$ cat config.mk
export PLATFORM = sky130hd
export DESIGN_NAME = qpu_itcm_ctrl_flat
export DESIGN_NICKNAME = d
export VERILOG_FILES = /design/src/rtl/qpu_itcm_pkg.sv /design/src/rtl/qpu_itcm_if.sv /design/src/rtl/qpu_itcm_linebuf.sv /design/src/rtl/qpu_itcm_ctrl.sv /design/src/flat_wrapper.sv
export SDC_FILE = /design/constraint.sdc
export NUM_CORES = 1
export LEC_CHECK = 0
export ABC_AREA = 0
export ABC_CLOCK_PERIOD_IN_PS = 2400
export CAP_MARGIN = 15
export CORE_ASPECT_RATIO = 1.1
export CORE_MARGIN = 10
export CORE_UTILIZATION = 28
export DETAILED_ROUTE_END_ITERATION = 8
export GPL_ROUTABILITY_DRIVEN = 0
export HOLD_SLACK_MARGIN = 0.15
export PLACE_DENSITY = 0.66
export SYNTH_ARGS = -nofsm -noshare
export SYNTH_HDL_FRONTEND = slang
export SYNTH_SLANG_ARGS = --single-unit
export TNS_END_PERCENT = 20
$ cat constraint.sdc
create_clock -name clk -period 2.4 [get_ports clk]
set_input_delay 0.6 -clock clk [delete_from_list [all_inputs] [get_ports clk]]
set_output_delay 0.6 -clock clk [all_outputs]
set_load 0.005 [all_outputs]
$ cat src/rtl/qpu_itcm_pkg.sv
// Shared types and defaults for the QPU instruction TCM controller.
// Holds the response-source and FSM state encodings plus a half-line select helper.
package qpu_itcm_pkg;

    localparam int          ITCM_AW_DEF   = 12;
    localparam logic [31:0] ITCM_BASE_DEF = 32'h8000_0000;

    typedef enum logic [1:0] {
        SRC_ERR,
        SRC_BUF,
        SRC_SRAM
    } src_e;

    typedef enum logic {
        ST_IDLE,
        ST_RESP
    } state_e;

    function automatic logic [31:0] sel_half(input logic [63:0] line, input logic upper);
        return upper ? line[63:32] : line[31:0];
    endfunction

endpackage

$ cat src/rtl/qpu_itcm_if.sv
// IFU fetch REQ/RSP bus between the ifetch stage (master) and the ITCM controller (slave).
interface qpu_itcm_if #(
    parameter int PC_SIZE    = 32,
    parameter int INSTR_SIZE = 32
);
    logic                  ifu_req_valid;
    logic                  ifu_req_ready;
    logic [PC_SIZE-1:0]    ifu_req_pc;
    logic                  ifu_req_seq;
    logic                  ifu_rsp_valid;
    logic                  ifu_rsp_ready;
    logic [INSTR_SIZE-1:0] ifu_rsp_instr;
    logic                  ifu_rsp_err;

    modport master (
        output ifu_req_valid, ifu_req_pc, ifu_req_seq, ifu_rsp_ready,
        input  ifu_req_ready, ifu_rsp_valid, ifu_rsp_instr, ifu_rsp_err
    );

    modport slave (
        input  ifu_req_valid, ifu_req_pc, ifu_req_seq, ifu_rsp_ready,
        output ifu_req_ready, ifu_rsp_valid, ifu_rsp_instr, ifu_rsp_err
    );
endinterface

$ cat src/rtl/qpu_itcm_linebuf.sv
// One-line buffer of the most recently read ITCM line, used to serve sequential
// upper-half fetches without an SRAM access; writes to the buffered line invalidate it.
module qpu_itcm_linebuf
    import qpu_itcm_pkg::*;
#(
    parameter int AW = ITCM_AW_DEF
) (
    input  logic          clk,
    input  logic          rst,
    input  logic          alloc_i,
    input  logic [AW-1:0] alloc_line_i,
    input  logic [63:0]   rdata_i,
    input  logic          wr_valid_i,
    input  logic [AW-1:0] wr_addr_i,
    input  logic          lookup_seq_i,
    input  logic          lookup_half_i,
    input  logic [AW-1:0] lookup_line_i,
    output logic          hit_o,
    input  logic          rd_half_i,
    output logic [31:0]   rd_word_o
);

    logic [AW-1:0] tag_q, tag_d;
    logic          vld_q, vld_d;
    logic          fill_q, fill_d;
    logic [63:0]   data_q, data_d;

    // A fill in flight counts as valid: the data lands before the hitting
    // request's response cycle, and a write in between blocks that request.
    assign hit_o     = lookup_seq_i & lookup_half_i & (vld_q | fill_q) & (tag_q == lookup_line_i);
    assign rd_word_o = sel_half(data_q, rd_half_i);

    always_comb begin
        tag_d  = tag_q;
        vld_d  = vld_q;
        fill_d = 1'b0;
        data_d = data_q;
        if (fill_q) begin
            data_d = rdata_i;
            vld_d  = 1'b1;
        end
        if (wr_valid_i && (wr_addr_i == tag_q)) begin
            vld_d = 1'b0;
        end
        if (alloc_i) begin
            tag_d  = alloc_line_i;
            vld_d  = 1'b0;
            fill_d = 1'b1;
        end
    end

    always_ff @(posedge clk) begin
        if (rst) begin
            tag_q  <= '0;
            vld_q  <= 1'b0;
            fill_q <= 1'b0;
            data_q <= '0;
        end else begin
            tag_q  <= tag_d;
            vld_q  <= vld_d;
            fill_q <= fill_d;
            data_q <= data_d;
        end
    end

endmodule

$ cat src/rtl/qpu_itcm_ctrl.sv
// ITCM responder for QPU instruction fetch: decodes the PC, arbitrates program-load
// writes onto the single-port SRAM, and returns one instruction per request at N+1.
module qpu_itcm_ctrl
    import qpu_itcm_pkg::*;
#(
    parameter int                 PC_SIZE    = 32,
    parameter int                 INSTR_SIZE = 32,
    parameter int                 ITCM_AW    = ITCM_AW_DEF,
    parameter logic [PC_SIZE-1:0] ITCM_BASE  = ITCM_BASE_DEF
) (
    input  logic               clk,
    input  logic               rst,
    qpu_itcm_if.slave          ifu,
    input  logic               ext_wr_valid,
    output logic               ext_wr_ready,
    input  logic [ITCM_AW-1:0] ext_wr_addr,
    input  logic [63:0]        ext_wr_data,
    input  logic [7:0]         ext_wr_mask,
    output logic               itcm_cs,
    output logic               itcm_we,
    output logic [ITCM_AW-1:0] itcm_addr,
    output logic [63:0]        itcm_wdata,
    output logic [7:0]         itcm_wem,
    input  logic [63:0]        itcm_rdata
);

    logic [ITCM_AW-1:0]    req_line;
    logic                  req_half;
    logic                  req_oor;
    logic                  req_misal;
    logic                  req_hsk;
    logic                  rsp_hsk;
    logic                  accept;
    logic                  sram_rd;
    logic                  lbuf_hit;
    logic [31:0]           lbuf_word;
    src_e                  req_src;

    state_e                state_q;
    src_e                  src_q;
    logic                  half_q;
    logic                  first_q;
    logic [INSTR_SIZE-1:0] hold_instr_q;
    logic                  hold_err_q;
    logic [INSTR_SIZE-1:0] first_instr;
    logic                  first_err;

    assign req_line  = ifu.ifu_req_pc[ITCM_AW+2:3];
    assign req_half  = ifu.ifu_req_pc[2];
    assign req_oor   = ifu.ifu_req_pc[PC_SIZE-1:ITCM_AW+3] != ITCM_BASE[PC_SIZE-1:ITCM_AW+3];
    assign req_misal = |ifu.ifu_req_pc[1:0];

    // Ready deliberately ignores rsp_ready so ifetch can close its loop combinationally.
    assign ifu.ifu_req_ready = ~ext_wr_valid;
    assign ext_wr_ready      = ext_wr_valid;

    assign req_hsk = ifu.ifu_req_valid & ifu.ifu_req_ready;
    assign rsp_hsk = (state_q == ST_RESP) & ifu.ifu_rsp_ready;
    // A request arriving while a response is stalled is dropped.
    assign accept  = ~rst & req_hsk & ((state_q == ST_IDLE) | rsp_hsk);

    always_comb begin
        req_src = SRC_SRAM;
        if (req_oor || req_misal) begin
            req_src = SRC_ERR;
        end else if (lbuf_hit) begin
            req_src = SRC_BUF;
        end
    end

    assign sram_rd    = accept & (req_src == SRC_SRAM);
    assign itcm_cs    = ~rst & (ext_wr_valid | sram_rd);
    assign itcm_we    = ~rst & ext_wr_valid;
    assign itcm_addr  = ext_wr_valid ? ext_wr_addr : req_line;
    assign itcm_wdata = ext_wr_data;
    assign itcm_wem   = ext_wr_mask;

    qpu_itcm_linebuf #(
        .AW (ITCM_AW)
    ) u_linebuf (
        .clk           (clk),
        .rst           (rst),
        .alloc_i       (sram_rd),
        .alloc_line_i  (req_line),
        .rdata_i       (itcm_rdata),
        .wr_valid_i    (itcm_we),
        .wr_addr_i     (ext_wr_addr),
        .lookup_seq_i  (ifu.ifu_req_seq),
        .lookup_half_i (req_half),
        .lookup_line_i (req_line),
        .hit_o         (lbuf_hit),
        .rd_half_i     (half_q),
        .rd_word_o     (lbuf_word)
    );

    always_comb begin
        first_instr = '0;
        first_err   = 1'b0;
        case (src_q)
            SRC_ERR:  first_err   = 1'b1;
            SRC_BUF:  first_instr = lbuf_word;
            SRC_SRAM: first_instr = sel_half(itcm_rdata, half_q);
            default:  first_err   = 1'b1;
        endcase
    end

    // Only the first response cycle looks at live data; stalls replay the hold register.
    assign ifu.ifu_rsp_valid = (state_q == ST_RESP);
    assign ifu.ifu_rsp_instr = first_q ? first_instr : hold_instr_q;
    assign ifu.ifu_rsp_err   = first_q ? first_err : hold_err_q;

    always_ff @(posedge clk) begin
        if (rst) begin
            state_q      <= ST_IDLE;
            src_q        <= SRC_ERR;
            half_q       <= 1'b0;
            first_q      <= 1'b0;
            hold_instr_q <= '0;
            hold_err_q   <= 1'b0;
        end else begin
            if (first_q) begin
                hold_instr_q <= first_instr;
                hold_err_q   <= first_err;
            end
            first_q <= accept;
            if (accept) begin
                src_q  <= req_src;
                half_q <= req_half;
            end
            case (state_q)
                ST_IDLE: if (accept) state_q <= ST_RESP;
                ST_RESP: if (rsp_hsk && !accept) state_q <= ST_IDLE;
                default: state_q <= ST_IDLE;
            endcase
        end
    end

endmodule

$ cat src/flat_wrapper.sv
// flat-port wrapper written by rule: the top's interface ports become plain ports
module qpu_itcm_ctrl_flat import qpu_itcm_pkg::*;
#(
    parameter int                 PC_SIZE    = 32,
    parameter int                 INSTR_SIZE = 32,
    parameter int                 ITCM_AW    = ITCM_AW_DEF,
    parameter logic [PC_SIZE-1:0] ITCM_BASE  = ITCM_BASE_DEF
)
  (clk, rst, ext_wr_valid, ext_wr_ready, ext_wr_addr, ext_wr_data, ext_wr_mask, itcm_cs, itcm_we, itcm_addr, itcm_wdata, itcm_wem, itcm_rdata, ifu_ifu_req_valid, ifu_ifu_req_pc, ifu_ifu_req_seq, ifu_ifu_rsp_ready, ifu_ifu_req_ready, ifu_ifu_rsp_valid, ifu_ifu_rsp_instr, ifu_ifu_rsp_err);
  qpu_itcm_if #(.PC_SIZE(PC_SIZE), .INSTR_SIZE(INSTR_SIZE)) ifu_i ();
  input  logic clk;
  input  logic rst;
  input  logic ext_wr_valid;
  output logic ext_wr_ready;
  input  logic [ITCM_AW-1:0] ext_wr_addr;
  input  logic [63:0] ext_wr_data;
  input  logic [7:0] ext_wr_mask;
  output logic itcm_cs;
  output logic itcm_we;
  output logic [ITCM_AW-1:0] itcm_addr;
  output logic [63:0] itcm_wdata;
  output logic [7:0] itcm_wem;
  input  logic [63:0] itcm_rdata;
  input wire logic [$bits(ifu_i.ifu_req_valid)-1:0] ifu_ifu_req_valid;
  input wire logic [$bits(ifu_i.ifu_req_pc)-1:0] ifu_ifu_req_pc;
  input wire logic [$bits(ifu_i.ifu_req_seq)-1:0] ifu_ifu_req_seq;
  input wire logic [$bits(ifu_i.ifu_rsp_ready)-1:0] ifu_ifu_rsp_ready;
  output wire logic [$bits(ifu_i.ifu_req_ready)-1:0] ifu_ifu_req_ready;
  output wire logic [$bits(ifu_i.ifu_rsp_valid)-1:0] ifu_ifu_rsp_valid;
  output wire logic [$bits(ifu_i.ifu_rsp_instr)-1:0] ifu_ifu_rsp_instr;
  output wire logic [$bits(ifu_i.ifu_rsp_err)-1:0] ifu_ifu_rsp_err;
  assign ifu_i.ifu_req_valid = ifu_ifu_req_valid;
  assign ifu_i.ifu_req_pc = ifu_ifu_req_pc;
  assign ifu_i.ifu_req_seq = ifu_ifu_req_seq;
  assign ifu_i.ifu_rsp_ready = ifu_ifu_rsp_ready;
  assign ifu_ifu_req_ready = ifu_i.ifu_req_ready;
  assign ifu_ifu_rsp_valid = ifu_i.ifu_rsp_valid;
  assign ifu_ifu_rsp_instr = ifu_i.ifu_rsp_instr;
  assign ifu_ifu_rsp_err = ifu_i.ifu_rsp_err;
  qpu_itcm_ctrl #(.PC_SIZE(PC_SIZE), .INSTR_SIZE(INSTR_SIZE), .ITCM_AW(ITCM_AW), .ITCM_BASE(ITCM_BASE)) u_core (.clk(clk), .rst(rst), .ifu(ifu_i), .ext_wr_valid(ext_wr_valid), .ext_wr_ready(ext_wr_ready), .ext_wr_addr(ext_wr_addr), .ext_wr_data(ext_wr_data), .ext_wr_mask(ext_wr_mask), .itcm_cs(itcm_cs), .itcm_we(itcm_we), .itcm_addr(itcm_addr), .itcm_wdata(itcm_wdata), .itcm_wem(itcm_wem), .itcm_rdata(itcm_rdata));
endmodule
==> Yosys cells after proc, flatten, opt, wreduce, memory -nomap -nowiden <==
Index checks and enable logic that the tools add are counted.
{ "op_classes": {"mux": 13, "bitwise": 16, "eq_ne": 6, "reduce_logical": 7} }
{ "op_table": {"columns": ["operator", "count"], "rows": [
  ["$mux W32", 3],
  ["$pmux W32 S2", 1],
  ["$eq A12 B12 Y1", 2],
  ["$ne A17 B17 Y1 const B", 1],
  ["$mux W12", 1],
  ["$and A1 B1 Y1", 10],
  ["$mux W1", 5],
  ["$eq A2 B2 Y1 const B", 2],
  ["$mux W2", 2],
  ["$reduce_or A2 Y1", 2],
  ["$not A1 Y1", 3],
  ["$or A1 B1 Y1", 3],
  ["$reduce_or A3 Y1", 1],
  ["$eq A2 B1 Y1 const B", 1],
  ["$logic_and A1 B1 Y1", 2],
  ["$pmux W1 S2", 1],
  ["$logic_not A1 Y1", 1],
  ["$logic_or A1 B1 Y1", 1]
]} }
{ "totals": {"out_inout_bits": 122, "ff_bits": 116, "wordCells": 52, "in_bits": 186} }

==> Longest topological paths before layout <==
Gate-level depths: netlist (run 1).
{ "depth": {"depth_word": 9, "ltp_mapped": 7, "ltp_nobuf": 6} }

==> Hierarchy <==
From an unflattened synthesis (run 1), not the netlist that was laid out.
{ "hier_totals": {"hier_cells": 701, "area_unflattened_um2": 7003.0} }
{ "by_module_without_submodules": {"columns": ["mod", "seq_area_each_um2", "cells_per_inst", "instances", "area_per_inst_um2"], "rows": [
  ["qpu_itcm_ctrl", 760.7, 380, 1, 3512.1],
  ["qpu_itcm_linebuf", 1561.5, 321, 1, 3490.8]
]} }

==> Worst setup path after synthesis (run 1) <==
Ideal clock, no wire load.
{ "synth_path": {"kind": "in2out", "startpoint": "input port rst", "endpoint": "output port itcm_cs", "stages": 6, "t_arrival_ns": 1.666, "n_path_buf": 2, "required_time_ns": 1.800, "slack_ns": 0.134, "path_cell_list": "clkbuf_1 -> or3b_1 -> buf_6 -> nor3_4 -> nand2_1 -> nand2_1"} }
{ "synth_via": {"elab_chain_len": 6} }
{ "synth_rtl": {"columns": ["element", "line", "text"], "rows": [
  ["start: declaration", "flat_wrapper.sv:12", "input logic rst;"],
  ["$not A1 Y1 (*)", "qpu_itcm_ctrl.sv:60, qpu_itcm_ctrl.sv:72", null],
  ["$and A1 B1 Y1 (2 in a row)", "qpu_itcm_ctrl.sv:60", "assign accept = ~rst & req_hsk & ((state_q == ST_IDLE) | rsp_hsk);"],
  ["$and A1 B1 Y1", "qpu_itcm_ctrl.sv:71", "assign sram_rd = accept & (req_src == SRC_SRAM);"],
  ["$or A1 B1 Y1", "qpu_itcm_ctrl.sv:72", "assign itcm_cs = ~rst & (ext_wr_valid | sram_rd);"],
  ["$and A1 B1 Y1 (*)", "qpu_itcm_ctrl.sv:72", null],
  ["end: declaration", "flat_wrapper.sv:18", "output logic itcm_cs;"]
]} }
Every way passes the cells marked *; elsewhere a longest branch is shown, timed or not.

==> Worst setup path after layout (run 1) <==
{ "layout_path": {"startpoint": "input port ifu_ifu_req_pc[14]", "endpoint": "output port itcm_cs"} }
{ "layout_via": {"elab_chain_len": 8} }
{ "layout_rtl": {"columns": ["element", "line", "text"], "rows": [
  ["start: declaration", "flat_wrapper.sv:25", "input wire logic [$bits(ifu_i.ifu_req_pc)-1:0] ifu_ifu_req_pc;"],
  ["$eq A12 B12 Y1", "qpu_itcm_linebuf.sv:30", "assign hit_o = lookup_seq_i & lookup_half_i & (vld_q | fill_q) & (tag_q == lookup_line_i);"],
  ["$and A1 B1 Y1", "qpu_itcm_linebuf.sv:30", null],
  ["$mux W2", "qpu_itcm_ctrl.sv:66", "end else if (lbuf_hit) begin"],
  ["$mux W2", "qpu_itcm_ctrl.sv:64", "if (req_oor || req_misal) begin"],
  ["$eq A2 B2 Y1", "qpu_itcm_ctrl.sv:71", null],
  ["$and A1 B1 Y1", "qpu_itcm_ctrl.sv:71", null],
  ["$or A1 B1 Y1", "qpu_itcm_ctrl.sv:72", null],
  ["$and A1 B1 Y1", "qpu_itcm_ctrl.sv:72", null]
]} }
Every way passes these cells.

==> flow_summary.ini, run 1 <==
[status]
status = complete, but fails checks
violations = negative setup slack

[global_route]
grt_max_degree = 60
grt_pass1_wl_mm = 32.6
grt_pass1_vias = 5731
grt_overflow = 0
grt_util_all_layers = 0.144
antenna_found_initial = 0

[clock_tree]
clk_pin_slew_ns = 0.06
root_buffer = clkbuf_16
clk_latency_ns = 0.41
cts_buffers = 17
ctsHoldBuffers = 0
clockBufferDepth = 2
h-tree-depth = 4
cts.sinks = 116
cts_tree = done

[sta]
fin_hold_ws_ns = 0.461
setup_slack_ns = -0.134
max_freq_mhz = 395
final.min_clock_period_ns = 2.53
skew_ns = 0.0122
drv_slew = 0
tightestPinTransition_ns = 0.678
slew_headroom = 0.548
finalSetupViolCount = 20
min_period_over_period = 1.06
setup_tns_ns = -1.16
finalHoldViolCount = 0
rsz0062_at_grt = true

[detailed_routing]
wirelength_mm = 21.3
wl_per_cell_um = 18.3
drc = 0
drtIter0Drc = 173
antenna_left = 0
dr.pass1.iters = 4
via_per_inst = 4.66
vias = 5407

[synthesis]
synth_largest_area_cell = dfxtp_1
synth_seq_cells = 116
syn_avg_cell_area_sq_um = 9.28
syn_area_sq_mm = 0.00625
synth_warnings = 0
yosysSeqAreaShare = 0.372
synth_cells = 673
synth_top_area_share = 0.372
synth_fp_nets = 861
synth_area_leaders = dfxtp_1 (37%), mux2_2 (14%), mux2i_1 (10%)
synthDistinctLibCells = 30

[power]
power_frac_seq = 0.389
clkPwrFrac = 0.498
p_sw_mw = 1.13
vdd_drop_max_mv = 0.445
switching_share = 0.227
p_int_mw = 3.83
combPwrFrac = 0.113
p_leak_nw = 3.68
powerDensity_mw_per_mm2 = 514

[cells_and_area]
fill_cells = 2110
syn_to_final_growth_pct = 54.6
antennaDiodeCount = 0
fin_nets = 1041
drive_above_1_share = 0.415

[hold_path]
hp-class = input port to register

[job]
drv_cap = 0

[floorplan]
die-area_sq_mm = 0.0287
start_util = 0.283
rows = 57
dieWidth_um = 162
pin_count = 308
die_y_um = 177
core_sq_mm = 0.0220

[critical_path]
criticalPathCategory = input port to output port
worstSetupEndpointType = output port
crit_arrival_ns = 1.93
worstPathMaxFanout = 3
worstPathRequired_ns = 1.80
crit_path_start_kind = input port

[placed_design]
hpwl_mm = 12.9
io_buffers = 163
-- final cells by class --
type | count | area, sq um | area share
flip-flops and latches | 116 | 2340 | 0.242
inverters | 38 | 145 | 0.0150
multi-input cells | 400 | 3590 | 0.372
repair buffers | 280 | 2630 | 0.273
well taps | 295 | 369 | 0.0382
clock buffers | 23 | 499 | 0.0517
clock inverters | 8 | 73.8 | 0.00765
-- layer usage --
layer  part of all wire  global-route usage  vias up
met5                  0                   0        -
met1               0.42               0.169     2627
li1                   -                   -     2602
met3              0.050              0.0347       35
met4              0.024              0.0641        0
met2               0.50               0.245      143
-- power by group through the flow --
stage	Clock, mW	Combinational, mW	Sequential (mW)
global route	2.63	0.593	1.93
global placement	0	0.483	1.97
CTS	2.53	0.551	1.93
detailed placement	0	0.485	1.97
finish	2.47	0.561	1.93
floorplan	0	0.241	1.97
-- synth_stat cells --
cell type	n
a21oi_1	15
a22oi_1	33
buf_1	10
buf_2	7
buf_4	73
buf_6	2
clkbuf_1	27
dfxtp_1	116
ha_1	2
inv_1	38
mux2_2	77
mux2i_1	64
nand2_1	6
nand2b_1	3
nand2b_4	1
nand3_1	13
nand4_1	5
nand4b_1	1
nor2_1	67
nor2b_1	33
nor3_4	1
nor4_1	8
o21ai_0	2
o21ai_1	10
o22ai_1	32
or3_4	1
or3b_1	1
or4_1	1
xnor2_1	19
xor2_1	5
-- final timing paths --
check             depth (start not counted)                  startpoint  slack, ns                          to
setup / recovery                          7          ifu_ifu_req_pc[14]      -0.13                     itcm_cs
hold / removal                            3           ifu_ifu_req_pc[5]       0.46   u_core.u_linebuf.tag_q[2]
setup reg to reg                         14   u_core.u_linebuf.tag_q[5]       0.05      u_core.u_linebuf.vld_q
hold reg to reg                           2  u_core.u_linebuf.data_q[6]       0.49  u_core.u_linebuf.data_q[6]
-- sequential cells by signal, summed over array words and instances (netlist names) --
| name | count |
|---|---|
| u_core.hold_instr_q | 32 |
| u_core.hold_err_q | 1 |
| u_core.u_linebuf.fill_q | 1 |
| u_core.first_q | 1 |
| u_core.src_q | 2 |
| u_core.u_linebuf.data_q | 64 |
| u_core.ifu.ifu_rsp_valid | 1 |
| u_core.u_linebuf.vld_q | 1 |
| u_core.half_q | 1 |
| u_core.u_linebuf.tag_q | 12 |
-- per-stage QoR --
| step | util | cells | setup slack, ns | instance area (sq um) | power [mW] |
|---|---|---|---|---|---|
| after floorplan | - | 673 | 0.134 | 6250 | 2.21 |
| after global placement | 0.369 | 1080 | -0.832 | 8140 | 2.45 |
| after detailed placement | 0.369 | 1080 | -0.834 | 8140 | 2.46 |
| after CTS | 0.431 | 1160 | -0.117 | 9490 | 5.01 |
| after global routing | 0.438 | 1160 | -0.203 | 9660 | 5.15 |
| final | 0.438 | 1160 | -0.134 | 9660 | 4.96 |
-- placed cells by master, fill, tap and decap left out, types with 9 or more instances in the layout --
cell / count
a21oi_1: 13
a22oi_2: 32
buf_12: 16
buf_2: 38
buf_4: 89
clkbuf_16: 19
clkdlybuf4s50_1: 89
dfxtp_1: 106
dlygate4sd2_1: 24
inv_1: 37
mux2_2: 47
mux2_4: 30
mux2i_1: 64
nand3_1: 12
nor2_1: 67
nor2b_1: 33
o21ai_1: 10
o22ai_1: 9
o22ai_2: 23
xnor2_1: 10
xnor2_2: 9
-- logic make-up (layout without fill, tap and decap cells) --
kind of cell,after synthesis,in the layout,share of synthesized area
xor+xnor,24,24,0.0336
simple gates,141,141,0.114
mux,141,141,0.241
flops,116,116,0.372
compound gates,92,92,0.0933
buf+inv,157,349,0.142
fa+ha+maj,2,2,0.00400
-- critical path, cell delays in order --
cell and delay [ns]:
dlygate4sd2_1 0.29, xnor2_2 0.14, nand4_1 0.15, or4_4 0.46, nand2_2 0.09, nand2_1 0.06
buf_2 0.14
-- timing repair --
action,in CTS,in global routing
pin swaps,68,53
buffers inserted,40,5
gates resized for setup,278,72
setup endpoints to repair,49,56
endpoints found under the hold margin,0,0
gates cloned,10,1
(Power assumes the default switching activity.)
==> inputs of run 2 (changes only) <==
--- a/config.mk
+++ b/config.mk
@@ -10,11 +10,11 @@
 export CAP_MARGIN = 15
 export CORE_ASPECT_RATIO = 1.1
 export CORE_MARGIN = 10
-export CORE_UTILIZATION = 28
+export CORE_UTILIZATION = 41
 export DETAILED_ROUTE_END_ITERATION = 8
 export GPL_ROUTABILITY_DRIVEN = 0
 export HOLD_SLACK_MARGIN = 0.15
-export PLACE_DENSITY = 0.66
+export PLACE_DENSITY = 0.88
 export SYNTH_ARGS = -nofsm -noshare
 export SYNTH_HDL_FRONTEND = slang
 export SYNTH_SLANG_ARGS = --single-unit
==> run 2 against run 1 <==
The run still ends with negative setup slack left. Highest routed layer unchanged. Die area decreased by 28%. Critical endpoint is now ifu_ifu_rsp_instr[29]. Worst setup slack improved by 0.0010 ns. Design area down 4.9%. Non-clock buffer count decreased by 32. Clock power fell by 9.3%. Clock-buffer cell count grew 1. First-iteration DRC count grew 40%. Global-route usage is 4.8 points higher. Via count is 0.70% higher. Hold slack improved by 0.011 ns. Fmax barely moved.
==> flow_summary.ini, run 2 (same netlist as run 1, synthesis figures left out) <==
[status]
status = complete, but fails checks
violations = negative setup slack

[power]
clkPwrFrac = 0.476
power_frac_seq = 0.410
p_sw_mw = 1.05
combPwrFrac = 0.114
p_int_mw = 3.67
switching_share = 0.222
p_total_mw = 4.71
p_leak_nw = 3.52
vdd_drop_max_mv = 0.423
powerDensity_mw_per_mm2 = 513

[placed_design]
io_buffers = 163
hpwl_mm = 12.3
pre_cts_slack_ns = -0.815
placed_cell_area_sq_mm = 0.00785

[global_route]
grtUsageMet2 = 0.326
grt_max_degree = 60
grt_util_all_layers = 0.192
grt_pass1_vias = 6074
busiest_layer = met2
antenna_found_initial = 1
met3_usage = 0.0560
use_met1 = 0.210
grt_pass1_wl_mm = 31.3
grt_overflow = 0

[detailed_routing]
drc = 0
wirelength_mm = 20.0
vias = 5445
wl_per_cell_um = 19.5
via_per_inst = 5.30
drtIter0Drc = 243
antenna_left = 0
dr.pass1.iters = 4

[critical_path]
worstPathMaxFanout = 4
cp_slowest_cell = dfxtp_4
critPathMaxStageDelay_ns = 0.38
rr_worst_depth = 12
worstSetupEndpointType = output port
criticalPathCategory = register to output port
crit_arrival_ns = 1.93
worstPathRequired_ns = 1.80
r2r_slack_ns = 0.09
crit_path_start_kind = register
reg2reg_to = u_core.u_linebuf.tag_q[0]
r2r_start = u_core.u_linebuf.tag_q[3]
crit_chain = buf_12 -> bufbuf_16 -> mux2_2 -> a22oi_2 -> o22ai_1 -> buf_2

[clock_tree]
clk_latency_ns = 0.41
root_buffer = clkbuf_16
cts_buffers = 17
cts_tree = done
ctsHoldBuffers = 0
clockBufferDepth = 2
h-tree-depth = 4
cts.sinks = 116
clk_pin_slew_ns = 0.06

[cells_and_area]
largest_reg_flops = 64
fill_cells = 1167
fin_nets = 1009
regArea_sq_mm = 0.00234
top_regs = u_core.u_linebuf.data_q (64), u_core.hold_instr_q (32), u_core.u_linebuf.tag_q (12)
mostFrequentLayoutCells = dfxtp_1 (105), clkdlybuf4s50_1 (92), nor2_1 (67)
mostFrequentLayoutCell = dfxtp_1
final_cell_area_sq_mm = 0.00918
regMostFlops = u_core.u_linebuf.data_q
multiInputGateArea_sq_mm = 0.00351
syn_to_final_growth_pct = 47.0
finalCoreUtilization = 0.612
drive_above_1_share = 0.379

[sta]
skew_ns = 0.0116
finalHoldViolCount = 0
final.min_clock_period_ns = 2.53
min_period_over_period = 1.06
max_freq_mhz = 395
finalSetupViolCount = 31
setup_slack_ns = -0.133
slew_headroom = 0.495
fin_hold_ws_ns = 0.473
tightestPinTransition_ns = 0.758
rsz0062_at_grt = true
drv_slew = 0

[hold_path]
worstHoldPathCells = 3
hold_path_end = u_core.u_linebuf.tag_q[5]
hp-class = input port to register
min_from = ifu_ifu_req_pc[8]

[floorplan]
die_y_um = 149
die-area_sq_mm = 0.0206
rows = 47
dieWidth_um = 138
pin_count = 308
core_sq_mm = 0.0150
start_util = 0.417

[job]
drv_cap = 0
-- run 2: cell count changes in the layout (fill, tap and decap cells not counted), moves of 5 or more --
| cell | change |
|---|---|
| buf_4 | -31 |
| dlygate4sd2_1 | -10 |
| dlymetal6s2s_1 | +8 |
| buf_12 | -6 |
| buf_2 | -5 |
| mux2_2 | +5 |
| mux2_4 | -5 |
| o21ai_1 | -5 |
-- run 2: timing repair --
item | 4_1_cts | 5_1_grt
endpoints found under the hold margin | 0 | 0
resized for setup | 261 | 58
gates cloned | 9 | 0
pin swaps | 62 | 52
setup buffers | 21 | 4
setup endpoints to repair | 49 | 56
-- run 2: final cells by class --
| class | count | area share |
|---|---|---|
| Inverter | 38 | 0.0155 |
| Multi-Input combinational cell | 400 | 0.382 |
| Tap cell | 196 | 0.0267 |
| Timing Repair Buffer | 248 | 0.263 |
| Sequential cell | 116 | 0.255 |
| Clock buffer | 24 | 0.0536 |
| Antenna cell | 1 | 0.000273 |
| Clock inverter | 5 | 0.00300 |
-- run 2: metal layers --
layer  up-vias  routed length (um)
met5         -                   0
met4         0                 686
met3        57                1210
met2       185               10200
met1      2668                7910
li1       2535                   -
-- run 2: worst max-delay path by stage --
stage / startpoint / cells past startpoint / slack [ns] / to
after floorplan: rst / 6 / 0.13 / itcm_cs
after global placement: ifu_ifu_req_pc[4] / 7 / -0.77 / itcm_cs
after detailed placement: ifu_ifu_req_pc[4] / 7 / -0.82 / itcm_cs
after CTS: u_core.half_q / 7 / -0.15 / ifu_ifu_rsp_instr[31]
after global routing: u_core.half_q / 6 / -0.21 / ifu_ifu_rsp_instr[29]
final: u_core.half_q / 6 / -0.13 / ifu_ifu_rsp_instr[29]
-- run 2: critical path, delay by kind of cell (launching register included) --
kind	cells	cell delay, ns
DFF	1	0.38
AOI/OAI and AO/OA	2	0.28
muxes	1	0.34
buffers and inverters	3	0.52
-- run 2: power by group through the flow --
stage / registers (mW) / clock network [mW] / logic [mW]
6_report: 1.93 / 2.24 / 0.539
5_1_grt: 1.93 / 2.39 / 0.567
4_1_cts: 1.93 / 2.28 / 0.534
3_5_place_dp: 1.97 / 0 / 0.462
3_3_place_gp: 1.97 / 0 / 0.455
2_1_floorplan: 1.97 / 0 / 0.241
-- run 2: per-stage QoR --
stage / TNS, ns / cells
after floorplan: 0 / 673
final: -2.22 / 1028
after CTS: -3.16 / 1026
after global routing: -4.89 / 1027
after global placement: -16.64 / 967
after detailed placement: -17.54 / 967
